===== src/rtl/tpu_host_pkg.sv =====
// Shared types and helpers for the three-host TPU command arbiter.
// Host numbering doubles as the round-robin scan order.
package tpu_host_pkg;

    localparam int NUM_HOSTS = 3;

    typedef enum logic [1:0] {
        IDLE,
        WRITE,
        START,
        WAIT_DONE
    } state_e;

    localparam logic [1:0] HOST_BTN  = 2'd0;
    localparam logic [1:0] HOST_UART = 2'd1;
    localparam logic [1:0] HOST_SPI  = 2'd2;

    typedef enum logic [1:0] {
        SEL_A   = 2'b00,
        SEL_B   = 2'b01,
        SEL_C   = 2'b10,
        SEL_BAD = 2'b11
    } sel_e;

    function automatic logic [1:0] next_host(input logic [1:0] id);
        return (id == HOST_SPI) ? HOST_BTN : id + 2'd1;
    endfunction

    function automatic logic [2:0] host_mask(input logic [1:0] id);
        return 3'b001 << id;
    endfunction

    function automatic logic [1:0] onehot_to_id(input logic [2:0] oh);
        case (oh)
            3'b010:  return HOST_UART;
            3'b100:  return HOST_SPI;
            default: return HOST_BTN;
        endcase
    endfunction

endpackage


===== src/rtl/tpu_host_arbiter_if.sv =====
// Host request / matrix memory / TPU control bundle around the arbiter.
// The master side is the host front-ends plus the TPU core; the slave side is the arbiter.
interface tpu_host_arbiter_if #(
    parameter int ADDR_W = 8,
    parameter int DATA_W = 16
);
    logic [2:0]          req_valid;
    logic [2:0]          req_start;
    logic [5:0]          req_sel;
    logic [3*ADDR_W-1:0] req_addr;
    logic [3*DATA_W-1:0] req_data;
    logic [2:0]          req_ready;
    logic [2:0]          req_done;
    logic [2:0]          req_err;
    logic                mem_we;
    logic [1:0]          mem_sel;
    logic [ADDR_W-1:0]   mem_addr;
    logic [DATA_W-1:0]   mem_wdata;
    logic                tpu_start;
    logic                tpu_busy;
    logic                tpu_done;
    logic [1:0]          owner_id;

    modport master (
        output req_valid, req_start, req_sel, req_addr, req_data, tpu_busy, tpu_done,
        input  req_ready, req_done, req_err, mem_we, mem_sel, mem_addr, mem_wdata,
               tpu_start, owner_id
    );

    modport slave (
        input  req_valid, req_start, req_sel, req_addr, req_data, tpu_busy, tpu_done,
        output req_ready, req_done, req_err, mem_we, mem_sel, mem_addr, mem_wdata,
               tpu_start, owner_id
    );

endinterface


===== src/rtl/tpu_host_arbiter_rr.sv =====
// Three-way round-robin arbiter: one-hot grant from the eligible mask, scanning
// upward from the pointer; the pointer moves past the winner on each advance strobe.
module rr_arbiter3
    import tpu_host_pkg::*;
(
    input  logic       clk,
    input  logic       rst_n,
    input  logic [2:0] eligible,
    input  logic       advance,
    output logic [2:0] grant
);

    logic [1:0] ptr;
    logic [1:0] cand;

    always_comb begin
        grant = 3'b000;
        cand  = ptr;
        for (int k = 0; k < NUM_HOSTS; k++) begin
            if (grant == 3'b000 && eligible[cand]) begin
                grant[cand] = 1'b1;
            end
            cand = next_host(cand);
        end
    end

    always_ff @(posedge clk or negedge rst_n) begin
        if (!rst_n) begin
            ptr <= HOST_BTN;
        end else if (advance) begin
            ptr <= next_host(onehot_to_id(grant));
        end
    end

endmodule


===== src/rtl/tpu_host_arbiter.sv =====
// Shares the TPU command port (matrix write / compute start) between button, UART and SPI
// hosts with round-robin grants, one command per grant, and a done-timeout on computations.
module tpu_host_arbiter
    import tpu_host_pkg::*;
#(
    parameter int ADDR_W    = 8,
    parameter int DATA_W    = 16,
    parameter int TIMEOUT_W = 12
) (
    input  logic               clk,
    input  logic               rst_n,
    tpu_host_arbiter_if.slave  bus
);

    // Expiry fires on the cycle the counter would step onto all-ones.
    localparam logic [TIMEOUT_W-1:0] TMO_LAST = ~TIMEOUT_W'(1);

    state_e               state;
    logic [2:0]           eligible;
    logic [2:0]           grant;
    logic                 advance;
    logic [1:0]           grant_id;
    logic                 grant_start;
    sel_e                 grant_sel;
    logic [ADDR_W-1:0]    grant_addr;
    logic [DATA_W-1:0]    grant_data;
    sel_e                 pl_sel;
    logic [ADDR_W-1:0]    pl_addr;
    logic [DATA_W-1:0]    pl_data;
    logic [TIMEOUT_W-1:0] tmo_cnt;

    // Starts wait out a busy TPU; writes stay eligible.
    always_comb begin
        eligible = bus.req_valid & ~(bus.req_start & {3{bus.tpu_busy}});
        advance  = (state == IDLE) && (grant != 3'b000);
    end

    rr_arbiter3 u_rr (
        .clk      (clk),
        .rst_n    (rst_n),
        .eligible (eligible),
        .advance  (advance),
        .grant    (grant)
    );

    always_comb begin
        grant_id    = HOST_BTN;
        grant_start = 1'b0;
        grant_sel   = SEL_A;
        grant_addr  = '0;
        grant_data  = '0;
        for (int h = 0; h < NUM_HOSTS; h++) begin
            if (grant[h]) begin
                grant_id    = 2'(h);
                grant_start = bus.req_start[h];
                grant_sel   = sel_e'(bus.req_sel[2*h +: 2]);
                grant_addr  = bus.req_addr[h*ADDR_W +: ADDR_W];
                grant_data  = bus.req_data[h*DATA_W +: DATA_W];
            end
        end
    end

    always_ff @(posedge clk or negedge rst_n) begin
        if (!rst_n) begin
            state         <= IDLE;
            pl_sel        <= SEL_A;
            pl_addr       <= '0;
            pl_data       <= '0;
            tmo_cnt       <= '0;
            bus.req_ready <= 3'b000;
            bus.req_done  <= 3'b000;
            bus.req_err   <= 3'b000;
            bus.mem_we    <= 1'b0;
            bus.mem_sel   <= 2'b00;
            bus.mem_addr  <= '0;
            bus.mem_wdata <= '0;
            bus.tpu_start <= 1'b0;
            bus.owner_id  <= HOST_BTN;
        end else begin
            bus.req_ready <= 3'b000;
            bus.req_done  <= 3'b000;
            bus.req_err   <= 3'b000;
            bus.mem_we    <= 1'b0;
            bus.tpu_start <= 1'b0;
            case (state)
                IDLE: begin
                    if (advance) begin
                        bus.req_ready <= grant;
                        bus.owner_id  <= grant_id;
                        pl_sel        <= grant_sel;
                        pl_addr       <= grant_addr;
                        pl_data       <= grant_data;
                        state         <= grant_start ? START : WRITE;
                    end
                end
                WRITE: begin
                    if (pl_sel == SEL_BAD) begin
                        bus.req_err <= host_mask(bus.owner_id);
                    end else begin
                        bus.mem_we    <= 1'b1;
                        bus.mem_sel   <= pl_sel;
                        bus.mem_addr  <= pl_addr;
                        bus.mem_wdata <= pl_data;
                    end
                    state <= IDLE;
                end
                START: begin
                    bus.tpu_start <= 1'b1;
                    tmo_cnt       <= '0;
                    state         <= WAIT_DONE;
                end
                WAIT_DONE: begin
                    // A done arriving on the expiry cycle still counts as a completion.
                    if (bus.tpu_done) begin
                        bus.req_done <= host_mask(bus.owner_id);
                        state        <= IDLE;
                    end else if (tmo_cnt == TMO_LAST) begin
                        bus.req_err <= host_mask(bus.owner_id);
                        state       <= IDLE;
                    end else begin
                        tmo_cnt <= tmo_cnt + TIMEOUT_W'(1);
                    end
                end
                default: state <= IDLE;
            endcase
        end
    end

endmodule


===== src/flat_wrapper.sv =====
// flat-port wrapper written by rule: the top's interface ports become plain ports
module tpu_host_arbiter_flat import tpu_host_pkg::*;
#(
    parameter int ADDR_W    = 8,
    parameter int DATA_W    = 16,
    parameter int TIMEOUT_W = 12
)
  (clk, rst_n, bus_req_valid, bus_req_start, bus_req_sel, bus_req_addr, bus_req_data, bus_tpu_busy, bus_tpu_done, bus_req_ready, bus_req_done, bus_req_err, bus_mem_we, bus_mem_sel, bus_mem_addr, bus_mem_wdata, bus_tpu_start, bus_owner_id);
  tpu_host_arbiter_if #(.ADDR_W(ADDR_W), .DATA_W(DATA_W)) bus_i ();
  input  logic clk;
  input  logic rst_n;
  input wire logic [$bits(bus_i.req_valid)-1:0] bus_req_valid;
  input wire logic [$bits(bus_i.req_start)-1:0] bus_req_start;
  input wire logic [$bits(bus_i.req_sel)-1:0] bus_req_sel;
  input wire logic [$bits(bus_i.req_addr)-1:0] bus_req_addr;
  input wire logic [$bits(bus_i.req_data)-1:0] bus_req_data;
  input wire logic [$bits(bus_i.tpu_busy)-1:0] bus_tpu_busy;
  input wire logic [$bits(bus_i.tpu_done)-1:0] bus_tpu_done;
  output wire logic [$bits(bus_i.req_ready)-1:0] bus_req_ready;
  output wire logic [$bits(bus_i.req_done)-1:0] bus_req_done;
  output wire logic [$bits(bus_i.req_err)-1:0] bus_req_err;
  output wire logic [$bits(bus_i.mem_we)-1:0] bus_mem_we;
  output wire logic [$bits(bus_i.mem_sel)-1:0] bus_mem_sel;
  output wire logic [$bits(bus_i.mem_addr)-1:0] bus_mem_addr;
  output wire logic [$bits(bus_i.mem_wdata)-1:0] bus_mem_wdata;
  output wire logic [$bits(bus_i.tpu_start)-1:0] bus_tpu_start;
  output wire logic [$bits(bus_i.owner_id)-1:0] bus_owner_id;
  assign bus_i.req_valid = bus_req_valid;
  assign bus_i.req_start = bus_req_start;
  assign bus_i.req_sel = bus_req_sel;
  assign bus_i.req_addr = bus_req_addr;
  assign bus_i.req_data = bus_req_data;
  assign bus_i.tpu_busy = bus_tpu_busy;
  assign bus_i.tpu_done = bus_tpu_done;
  assign bus_req_ready = bus_i.req_ready;
  assign bus_req_done = bus_i.req_done;
  assign bus_req_err = bus_i.req_err;
  assign bus_mem_we = bus_i.mem_we;
  assign bus_mem_sel = bus_i.mem_sel;
  assign bus_mem_addr = bus_i.mem_addr;
  assign bus_mem_wdata = bus_i.mem_wdata;
  assign bus_tpu_start = bus_i.tpu_start;
  assign bus_owner_id = bus_i.owner_id;
  tpu_host_arbiter #(.ADDR_W(ADDR_W), .DATA_W(DATA_W), .TIMEOUT_W(TIMEOUT_W)) u_core (.clk(clk), .rst_n(rst_n), .bus(bus_i));
endmodule

===== config.mk =====
export PLATFORM = sky130hd
export DESIGN_NAME = tpu_host_arbiter_flat
export DESIGN_NICKNAME = d
export VERILOG_FILES = /design/src/rtl/tpu_host_pkg.sv /design/src/rtl/tpu_host_arbiter_if.sv /design/src/rtl/tpu_host_arbiter_rr.sv /design/src/rtl/tpu_host_arbiter.sv /design/src/flat_wrapper.sv
export SDC_FILE = /design/constraint.sdc
export NUM_CORES = 1
export LEC_CHECK = 0
export CORE_ASPECT_RATIO = 1.5
export CORE_MARGIN = 1.5
export CORE_UTILIZATION = 40
export CTS_BUF_LIST = sky130_fd_sc_hd__clkbuf_8
export CTS_CLUSTER_DIAMETER = 50
export DETAILED_ROUTE_END_ITERATION = 8
export GPL_ROUTABILITY_DRIVEN = 0
export PLACE_DENSITY = 0.76
export SYNTH_ARGS = -nofsm -noshare
export SYNTH_HDL_FRONTEND = slang
export SYNTH_SLANG_ARGS = --single-unit

===== constraint.sdc =====
create_clock -name clk -period 2 [get_ports clk]
set_input_delay 0.2 -clock clk [delete_from_list [all_inputs] [get_ports clk]]
set_output_delay 0.2 -clock clk [all_outputs]
set_load 0.05 [all_outputs]

-- Yosys cells after proc, flatten, opt, wreduce, memory -nomap -nowiden
Cells that the tools add are included.
- latch bits: 0
- register bits after elaboration: 81
- memories: 0
- memory bits (read-only): 0
- memory bits (writable): 0
- input bits: 88
- logic and storage cells: 114
- multipliers: 0
- reductions and logical operators: 15
- shift operators: 1
- div/mod/pow operators: 0
- muxes and demuxes: 53
- add/subtract/negate cells: 4
- bitwise operators: 6
- $lt $le $gt $ge: 6
- equality and inequality tests: 14
- operator list (operator ; number):
    2-to-1 mux 16 bit ; 3
    2-to-1 mux 3 bit ; 10
    2-to-1 mux 12 bit ; 2
    2-to-1 mux 2 bit ; 12
    2-to-1 mux 8 bit ; 3
    one-hot mux 12 bit (2 select lines) ; 1
    2-to-1 mux 1 bit ; 13
    adder 12 x 1 -> 12 bit (second input constant) ; 1
    equality test 12 bit (second input constant) ; 1
    equality test 2 bit (second input constant) ; 6
    less-than comparator 2 x 3 -> 1 bit (second input constant) ; 3
    one-hot mux 2 bit (4 select lines) ; 1
    adder 2 x 1 -> 2 bit (second input constant) ; 3
    bitwise AND 3 bit ; 2
    binary-select mux 1 bit (select 2 bit) ; 3
    demux 1 bit (select 2 bit) ; 3
    greater-or-equal comparator 2 x 1 -> 1 bit (second input constant) ; 3
    logical AND 1 bit ; 6
    zero test 3 bit ; 2
    bitwise OR 3 bit ; 2
    one-hot mux 3 bit (2 select lines) ; 1
    AND reduction 2 bit ; 3
    != test 2 bit (second input constant) ; 2
    one-hot mux 2 bit (2 select lines) ; 1
    12 further kinds ; 12

-- Depth between registers and ports, before layout
Gate-level depths: netlist of the first run.
- depth after elaboration: 18
- depth in mapped cells: 7
- gate-level depth less buffers: 6

-- Hierarchy
A second synthesis of the first run with hierarchy kept.
- cell total of the unflattened synthesis: 361
- area, all modules: 3895.0 um^2
- by module, submodules not included (module ; sequential area each (um^2) ; cells an instance ; area an instance (um^2) ; times used):
    tpu_host_arbiter ; 1976.9 ; 339 ; 3717.3 ; 1
    rr_arbiter3 ; 50.0 ; 22 ; 177.7 ; 1

-- Least setup slack after synthesis of the first run
No wires, ideal clock.
- path type: reg2reg
- start: register u_core.tmo_cnt[0]
- end: register u_core.tmo_cnt[10]
- period minus slack after synthesis: 1.701 ns
- cell stages (with the launch flop): 7
- setup slack: 0.299 ns
- data required time: 1.921 ns
- library setup time: 0.079 ns
- data arrival time: 1.622 ns
- cells stage by stage: dfrtp_1 -> inv_1 -> ha_1 -> nand2_1 -> o21ai_0 -> a2111oi_0 -> mux2i_1
- longest elaborated chain between the ends: 4
- elaborated cells between the ends (all ways): 7
- RTL lines (what ; line ; text):
    start, declared ; tpu_host_arbiter.sv:30 ; logic [TIMEOUT_W-1:0] tmo_cnt;
    start signal, assigned ; tpu_host_arbiter.sv:121 ; tmo_cnt <= tmo_cnt + TIMEOUT_W'(1);
    adder 12 x 1 -> 12 bit ; tpu_host_arbiter.sv:121 ;
    2-to-1 mux 12 bit ; tpu_host_arbiter.sv:117 ; end else if (tmo_cnt == TMO_LAST) begin
    2-to-1 mux 12 bit ; tpu_host_arbiter.sv:114 ; if (bus.tpu_done) begin
    one-hot mux 12 bit (2 select lines) ; tpu_host_arbiter.sv:85 ; case (state)
Parallel ways exist; a longest one is shown, timed or not. The select of a mux whose other input is x is not followed.
A chain may end at the register's enable or synchronous reset.

-- Worst setup path in the final report of the first run
- start: register u_core.bus.owner_id[1] in the netlist's numbering
- end: output bus_owner_id[1]
- RTL lines (what ; line ; text):
    start, declared ; tpu_host_arbiter_if.sv:33 ; tpu_start, owner_id
    start signal, assigned ; tpu_host_arbiter.sv:89 ; bus.owner_id <= grant_id;
    end, declared ; flat_wrapper.sv:27 ; output wire logic [$bits(bus_i.owner_id)-1:0] bus_owner_id;
No word-level cell between the ends.

==> results.tsv, run 1 <==
metric	value	unit
Worst path slowest cell	sky130_fd_sc_hd__clkdlybuf4s50_1	
Die Area	10700	um^2
Clock Latency Late Sink	0.35	ns
reg-to-reg endpoint	u_core.tmo_cnt[9]$_DFFE_PN0P_	
post-synthesis share of cell area spent on xor and xnor gates	0	%
overall global routing resource usage	22.39	%
TritonCTS clock tree	built	
First-pass DRT Iterations	6	
number of violations of the max-capacitance limit	0	
Detail Route met3 WL	684	um
timing-limited maximum frequency	0.5295	GHz
final number of max-transition violations	0	
slack of the worst reg-to-reg path	0.11	ns
total grt overflow	0	
endpoint kind of the worst setup timing path	output port	
clock-pin slew on the worst setup and hold paths	0.09	ns
layout cells sized above 1	16.01	%
Detailed Route Iter0 Violations	255	
end-of-flow core utilization	59.81	%
net count after synthesis	459	
cell area after placement	5564	um^2
clock sink count	81	
biggest cell delay along the critical path	0.85	ns
Static Leak	2.323	nW
total half-perimeter wirelength after legalization and detailed placement	8268	um
placed cells	604	
total via count after detailed routing	3713	
first-pass GRT wire length	18860	um
period utilization	94.43	%
standard cell core area	9744	um^2
pin count of the biggest net entering global routing	42	
basic-gate share of the synthesized area counting and, or, nand and nor cells	13.79	%
clock skew after layout	0.01104	ns
aggregate routed wire length	11680	um
largest buffer count on any clock path	2	
endpoint required time on the critical path	1.80	ns
number of instances in the synthesized netlist	369	
H-tree Lvls	3	
DRT met1 WL	4596	um
number of global-route vias before repair	3783	
portion of the post-synthesis area used by sequential elements	50.31	%
number of synthesized register bits	81	
post-synthesis compound-gate area fraction	22.80	%
Antenna Violating Nets Remaining	0	
final std cell area, no fill	5828	um^2
Slew HR	62.45	%
cells along the critical path	clkdlybuf4s50_1	
number of antenna violations at the first check in global routing	0	
Initial Utilization	41.35	%
filler-free cell count of the finished design	621	
number of buffers added on ports	126	
Worst Max-Slew Pin Slew	0.5614	ns
maximum vdd ir drop	0.0006284	V
share of synthesized flip-flops with an asynchronous set or reset	100.0	%
Synth Area in Adders	0.6211	%
Tmin final	1.889	ns
cell row count	44	
post-DR vias/cell	5.979	
worst path bufs/invs	1	
cells taking the most area after synthesis	sky130_fd_sc_hd__dfrtp_1 (50%), sky130_fd_sc_hd__mux2_2 (6.7%), sky130_fd_sc_hd__a32oi_1 (5.9%)	
biggest area consumer among synthesized cells	sky130_fd_sc_hd__dfrtp_1	
start of the worst register-to-register path	u_core.tmo_cnt[0]$_DFFE_PN0P_	
highest routing layer actually used	met4	
CTS buffer count	9	
critical path type	reg -> out	
count of final setup violators	0	
number of enable flip-flop cells after synthesis	0	
detailed-routed wire length on met2	6063	um
slack of the critical path	0.1115	ns
DRC errors left	10	
pwr/cell area	1384	nW/um^2
failing checks	DRC	
fraction of synthesized area in multiplexers	7.950	%
number of top-level pins	127	
worst setup slack before clock tree synthesis	0.008073	ns
Layout Nets	591	
Synth warnings	0	
area added between synthesis and finish	44.66	%
Primary FF master, synth	sky130_fd_sc_hd__dfrtp_1	
Setup TNS Final	0	ns
Clock Root Buffer	sky130_fd_sc_hd__clkbuf_8	
y dimension of the die	125.9	um
synthesized area divided by synthesized cell count	10.92	um^2
startpoint type of the worst setup path	flop	
outcome	finished with violations	
number of antenna diodes	0	
worst-path maximum fanout	8	
fraction of post-synthesis cell area in the top cell type by area	50.31	%
die extent in x	84.95	um
cell area after technology mapping	4029	um^2
per-cell routed wire length	18.81	um
RSZ-0062 raised after global routing	false	
Arr. time, crit path	1.69	ns
Hold Violations, Final	0	
Hold WC Path Type	in -> async	
distinct cell type count of the synthesized netlist	54	
kind of cell with the highest combined delay on the critical path	buffers and inverters	
main combinational cell family by area after synthesis	compound AO/OA/AOI/OAI gates	
logic depth of the worst register-to-register path	7	
==> stage by stage <==
step | total power, mW | hold WS (ns)
after floorplan | 5.177 | -0.09559
after global placement | 6.491 | 0.2207
after detailed placement | 6.616 | 0.2269
after CTS | 8.113 | 0.3675
after global routing | 8.487 | 0.3957
final | 8.065 | 0.3721
==> state kept, by name (all words and copies together) (netlist names), 3 cells and up <==
signal / count
u_core.tmo_cnt: 12
u_core.bus.req_ready: 3
u_core.bus.mem_wdata: 16
u_core.pl_data: 16
u_core.bus.req_err: 3
u_core.pl_addr: 8
u_core.bus.req_done: 3
u_core.bus.mem_addr: 8
==> how the worst max path moves through the flow <==
stage | start | end | slack [ns] | cells after the start
final | u_core.bus.owner_id[1]$_DFFE_PN0P_ | bus_owner_id[1] | 0.11 | 1
after detailed placement | bus_req_start[2] | u_core.pl_addr[3]$_DFFE_PN0P_ | 0.008 | 7
after floorplan | u_core.tmo_cnt[0]$_DFFE_PN0P_ | u_core.tmo_cnt[10]$_DFFE_PN0P_ | 0.30 | 6
after global routing | u_core.tmo_cnt[0]$_DFFE_PN0P_ | u_core.tmo_cnt[5]$_DFFE_PN0P_ | 0.008 | 7
after global placement | bus_tpu_busy | u_core.pl_data[11]$_DFFE_PN0P_ | 0.08 | 7
after CTS | u_core.bus.owner_id[1]$_DFFE_PN0P_ | bus_owner_id[1] | 0.08 | 1
==> Yosys cell counts (all sizes together), types with 4 or more instances <==
library cell,instances
a32oi,27
nand4,5
nand2b,12
nand3,34
a211oi,4
clkbuf,12
nor2,10
inv,8
dfrtp,81
mux2i,5
o211ai,29
mux2,24
o21ai,29
nand2,13
buf,19
nor2b,5
==> cell families after synthesis <==
kind of cell             after synthesis
flip-flops                            81
buffers and inverters                 39
multiplexers                          29
adder cells (fa/ha/maj)                2
AND/OR/NAND/NOR                      101
AO/OA/AOI/OAI                        117
==> where the power goes <==
group	switching [mW]	leakage [nW]	internal, mW
Sequential	0.362	1.05	2.22
Clock	0.606	0.124	0.870
Combinational	2.38	1.15	1.62
==> timing repair <==
action                     in CTS  in global routing
gates resized for setup         0                  2
setup buffers                   0                  0
setup endpoints to repair       0                  2
hold endpoints to repair       40                  0
hold buffers                    1                  0
==> area by class of cell <==
cell class / count / area [um^2]
fillers: 790 / 3916
flip-flops and latches: 81 / 2027
multi-input cells: 249 / 1844
repair buffers: 152 / 1531
well taps: 115 / 143.9
clock buffers: 10 / 137.6
clock inverters: 6 / 113.9
inverters: 8 / 30.03
==> routing by layer <==
metal | global-route usage [%] | vias up
met4 | 9.450 | 0
met1 | 26.98 | 1838
met5 | 0 | -
met3 | 4.784 | 22
li1 | - | 1686
met2 | 38.38 | 167
==> cells in the final DEF (no fill, tap or decap), types with 10 or more instances in the layout <==
master / instances
sky130_fd_sc_hd__clkbuf_8: 10
sky130_fd_sc_hd__nand2_1: 12
sky130_fd_sc_hd__clkdlybuf4s50_1: 125
sky130_fd_sc_hd__mux2_2: 24
sky130_fd_sc_hd__nor2_1: 10
sky130_fd_sc_hd__a32oi_1: 27
sky130_fd_sc_hd__o211ai_1: 29
sky130_fd_sc_hd__nand3_1: 34
sky130_fd_sc_hd__dfrtp_1: 81
sky130_fd_sc_hd__nand2b_1: 12
sky130_fd_sc_hd__o21ai_0: 20
sky130_fd_sc_hd__buf_4: 20
(Power assumes the default switching activity.)
==> run 2, diff against run 1 <==
- SETUP_SLACK_MARGIN: unset -> 0.05
==> results.tsv, run 2 (synthesis gave the netlist of run 1 again) <==
metric	value	unit	change
period utilization	92.46	%	-2.0 points
Arr. time, crit path	2.12	ns	+0.43 ns
pin count of the biggest net entering global routing	42		unchanged
endpoint kind of the worst setup timing path	flop		
total grt overflow	0		unchanged
final number of max-transition violations	0		unchanged
H-tree Lvls	3		unchanged
TritonCTS clock tree	built		
First-pass DRT Iterations	7		+1
Clock Latency Late Sink	0.35	ns	about the same
Worst Max-Slew Pin Slew	0.5613	ns	-0.0001262 ns
logic depth of the worst register-to-register path	6		-1
maximum vdd ir drop	0.0006280	V	about the same
registers with the most flip-flops	u_core.bus.mem_wdata: 16 flops, u_core.pl_data: 16 flops, u_core.tmo_cnt: 12 flops		
post-DR vias/cell	5.940		-0.65%
pwr/cell area	1381	nW/um^2	-0.21%
Slew HR	62.46	%	about the same
# fillers	789		-0.13%
Detailed Route Iter0 Violations	288		+13%
number of top-level pins	127		unchanged
number of violations of the max-capacitance limit	0		unchanged
overall global routing resource usage	22.39	%	unchanged
number of global-route vias before repair	3783		unchanged
Antenna Violating Nets Remaining	0		unchanged
standard cell core area	9744	um^2	unchanged
Setup TNS Final	0	ns	unchanged
endpoint required time on the critical path	2.27	ns	+0.47 ns
commonest cells after routing, fill and taps aside	sky130_fd_sc_hd__clkdlybuf4s50_1 (124), sky130_fd_sc_hd__dfrtp_1 (81), sky130_fd_sc_hd__nand3_1 (34)		
end-of-flow core utilization	59.89	%	+0.077 points
area added between synthesis and finish	44.84	%	
timing-limited maximum frequency	0.5408	GHz	+2.1%
aggregate routed wire length	11620	um	-0.48%
clock sink count	81		unchanged
layout cells sized above 1	16.21	%	+0.20 points
number of buffers added on ports	126		unchanged
number of antenna diodes	0		unchanged
Die Area	10700	um^2	unchanged
slack of the critical path	0.1509	ns	+0.03939 ns
die extent in x	84.95	um	unchanged
most common cell after layout, fill and taps aside	sky130_fd_sc_hd__clkdlybuf4s50_1		
first-pass GRT wire length	18860	um	unchanged
Hold WC Path Type	in -> async		
outcome	finished with violations		
per-cell routed wire length	18.71	um	-0.48%
critical path type	reg -> reg		
RSZ-0062 raised after global routing	true		
Static Leak	2.337	nW	+0.61%
total power consumption of the routed design	8.058	mW	about the same
worst-path maximum fanout	6		-2
DRC errors left	10		unchanged
Layout Nets	591		unchanged
worst setup slack before clock tree synthesis	0.008073	ns	unchanged
count of buffers added by post-CTS timing repair for setup	0		unchanged
clock skew after layout	0.01148	ns	+0.0004479 ns
failing checks	DRC		
number of antenna violations at the first check in global routing	0		unchanged
Hold Violations, Final	0		unchanged
total via count after detailed routing	3689		-0.65%
CTS buffer count	9		unchanged
clock-pin slew on the worst setup and hold paths	0.09	ns	about the same
total half-perimeter wirelength after legalization and detailed placement	8268	um	unchanged
count of final setup violators	0		unchanged
Clock Root Buffer	sky130_fd_sc_hd__clkbuf_8		
largest buffer count on any clock path	2		unchanged
startpoint type of the worst setup path	flop		
Initial Utilization	41.35	%	unchanged
cell row count	44		unchanged
y dimension of the die	125.9	um	unchanged
Tmin final	1.849	ns	-0.03939 ns
-- run 2: changes by cell type in the layout (fill, tap and decap cells not counted) --
| cell | before | now |
|---|---|---|
| sky130_fd_sc_hd__a211oi_1 | 4 | 3 |
| sky130_fd_sc_hd__a211oi_2 | 0 | 1 |
| sky130_fd_sc_hd__clkdlybuf4s50_1 | 125 | 124 |
| sky130_fd_sc_hd__dlymetal6s2s_1 | 0 | 1 |
-- run 2: cell type report --
class / count / area, um^2 / share of cell area (%)
Clock buffer: 10 / 137.6 / 2.358
Clock inverter: 6 / 113.9 / 1.951
Inverter: 8 / 30.03 / 0.5146
Multi-Input combinational cell: 249 / 1849 / 31.69
Sequential cell: 81 / 2027 / 34.73
Tap cell: 115 / 143.9 / 2.466
Timing Repair Buffer: 152 / 1534 / 26.29
-- run 2: final timing paths --
path,start,end,slack [ns]
max in group asynchronous,rst_n,u_core.pl_addr[6]$_DFFE_PN0P_,1.01
min in group clk,bus_req_data[45],u_core.pl_data[13]$_DFFE_PN0P_,0.43
hold / removal,rst_n,u_core.pl_data[12]$_DFFE_PN0P_,0.37
hold reg to reg,u_core.pl_data[9]$_DFFE_PN0P_,u_core.bus.mem_wdata[9]$_DFFE_PN0P_,0.51
setup reg to reg,u_core.tmo_cnt[0]$_DFFE_PN0P_,u_core.tmo_cnt[10]$_DFFE_PN0P_,0.15
setup / recovery,u_core.tmo_cnt[0]$_DFFE_PN0P_,u_core.tmo_cnt[10]$_DFFE_PN0P_,0.15
-- run 2: worst max-delay path, stage by stage (launching register included) --
cell                        delay, ns
sky130_fd_sc_hd__dfrtp_1         0.44
sky130_fd_sc_hd__inv_1           0.09
sky130_fd_sc_hd__ha_1            0.21
sky130_fd_sc_hd__nand2_1         0.13
sky130_fd_sc_hd__o21ai_0         0.16
sky130_fd_sc_hd__a2111oi_1       0.50
sky130_fd_sc_hd__mux2i_1         0.23
-- run 2: stage by stage --
step           hold slack (ns)  area (um^2)  cells
6_report                0.3730         5836    621
5_1_grt                 0.3957         5836    621
4_1_cts                 0.3675         5826    621
3_5_place_dp            0.2269         5564    604
3_3_place_gp            0.2207         5564    604
2_1_floorplan         -0.09559         4029    369
-- run 2: per-layer routing --
metal  track usage (%)  routed length, um  vias to the layer above
li1                  -                  -                     1688
met3             4.784                682                       24
met1             26.98               4672                     1824
met4             9.450                361                        0
met5                 0                  0                        -
met2             38.38               5905                      153
-- run 2: what timing repair did --
item / in CTS / in global routing
endpoints found under the hold margin: 40 / 0
setup endpoints to repair: 0 / 6
hold buffers: 1 / 0
gates resized for setup: 0 / 4
-- run 2: power by group --
part / internal, mW / switching [mW]
clock network: 0.870 / 0.602
logic: 1.62 / 2.38
registers: 2.22 / 0.363
total: 4.72 / 3.34
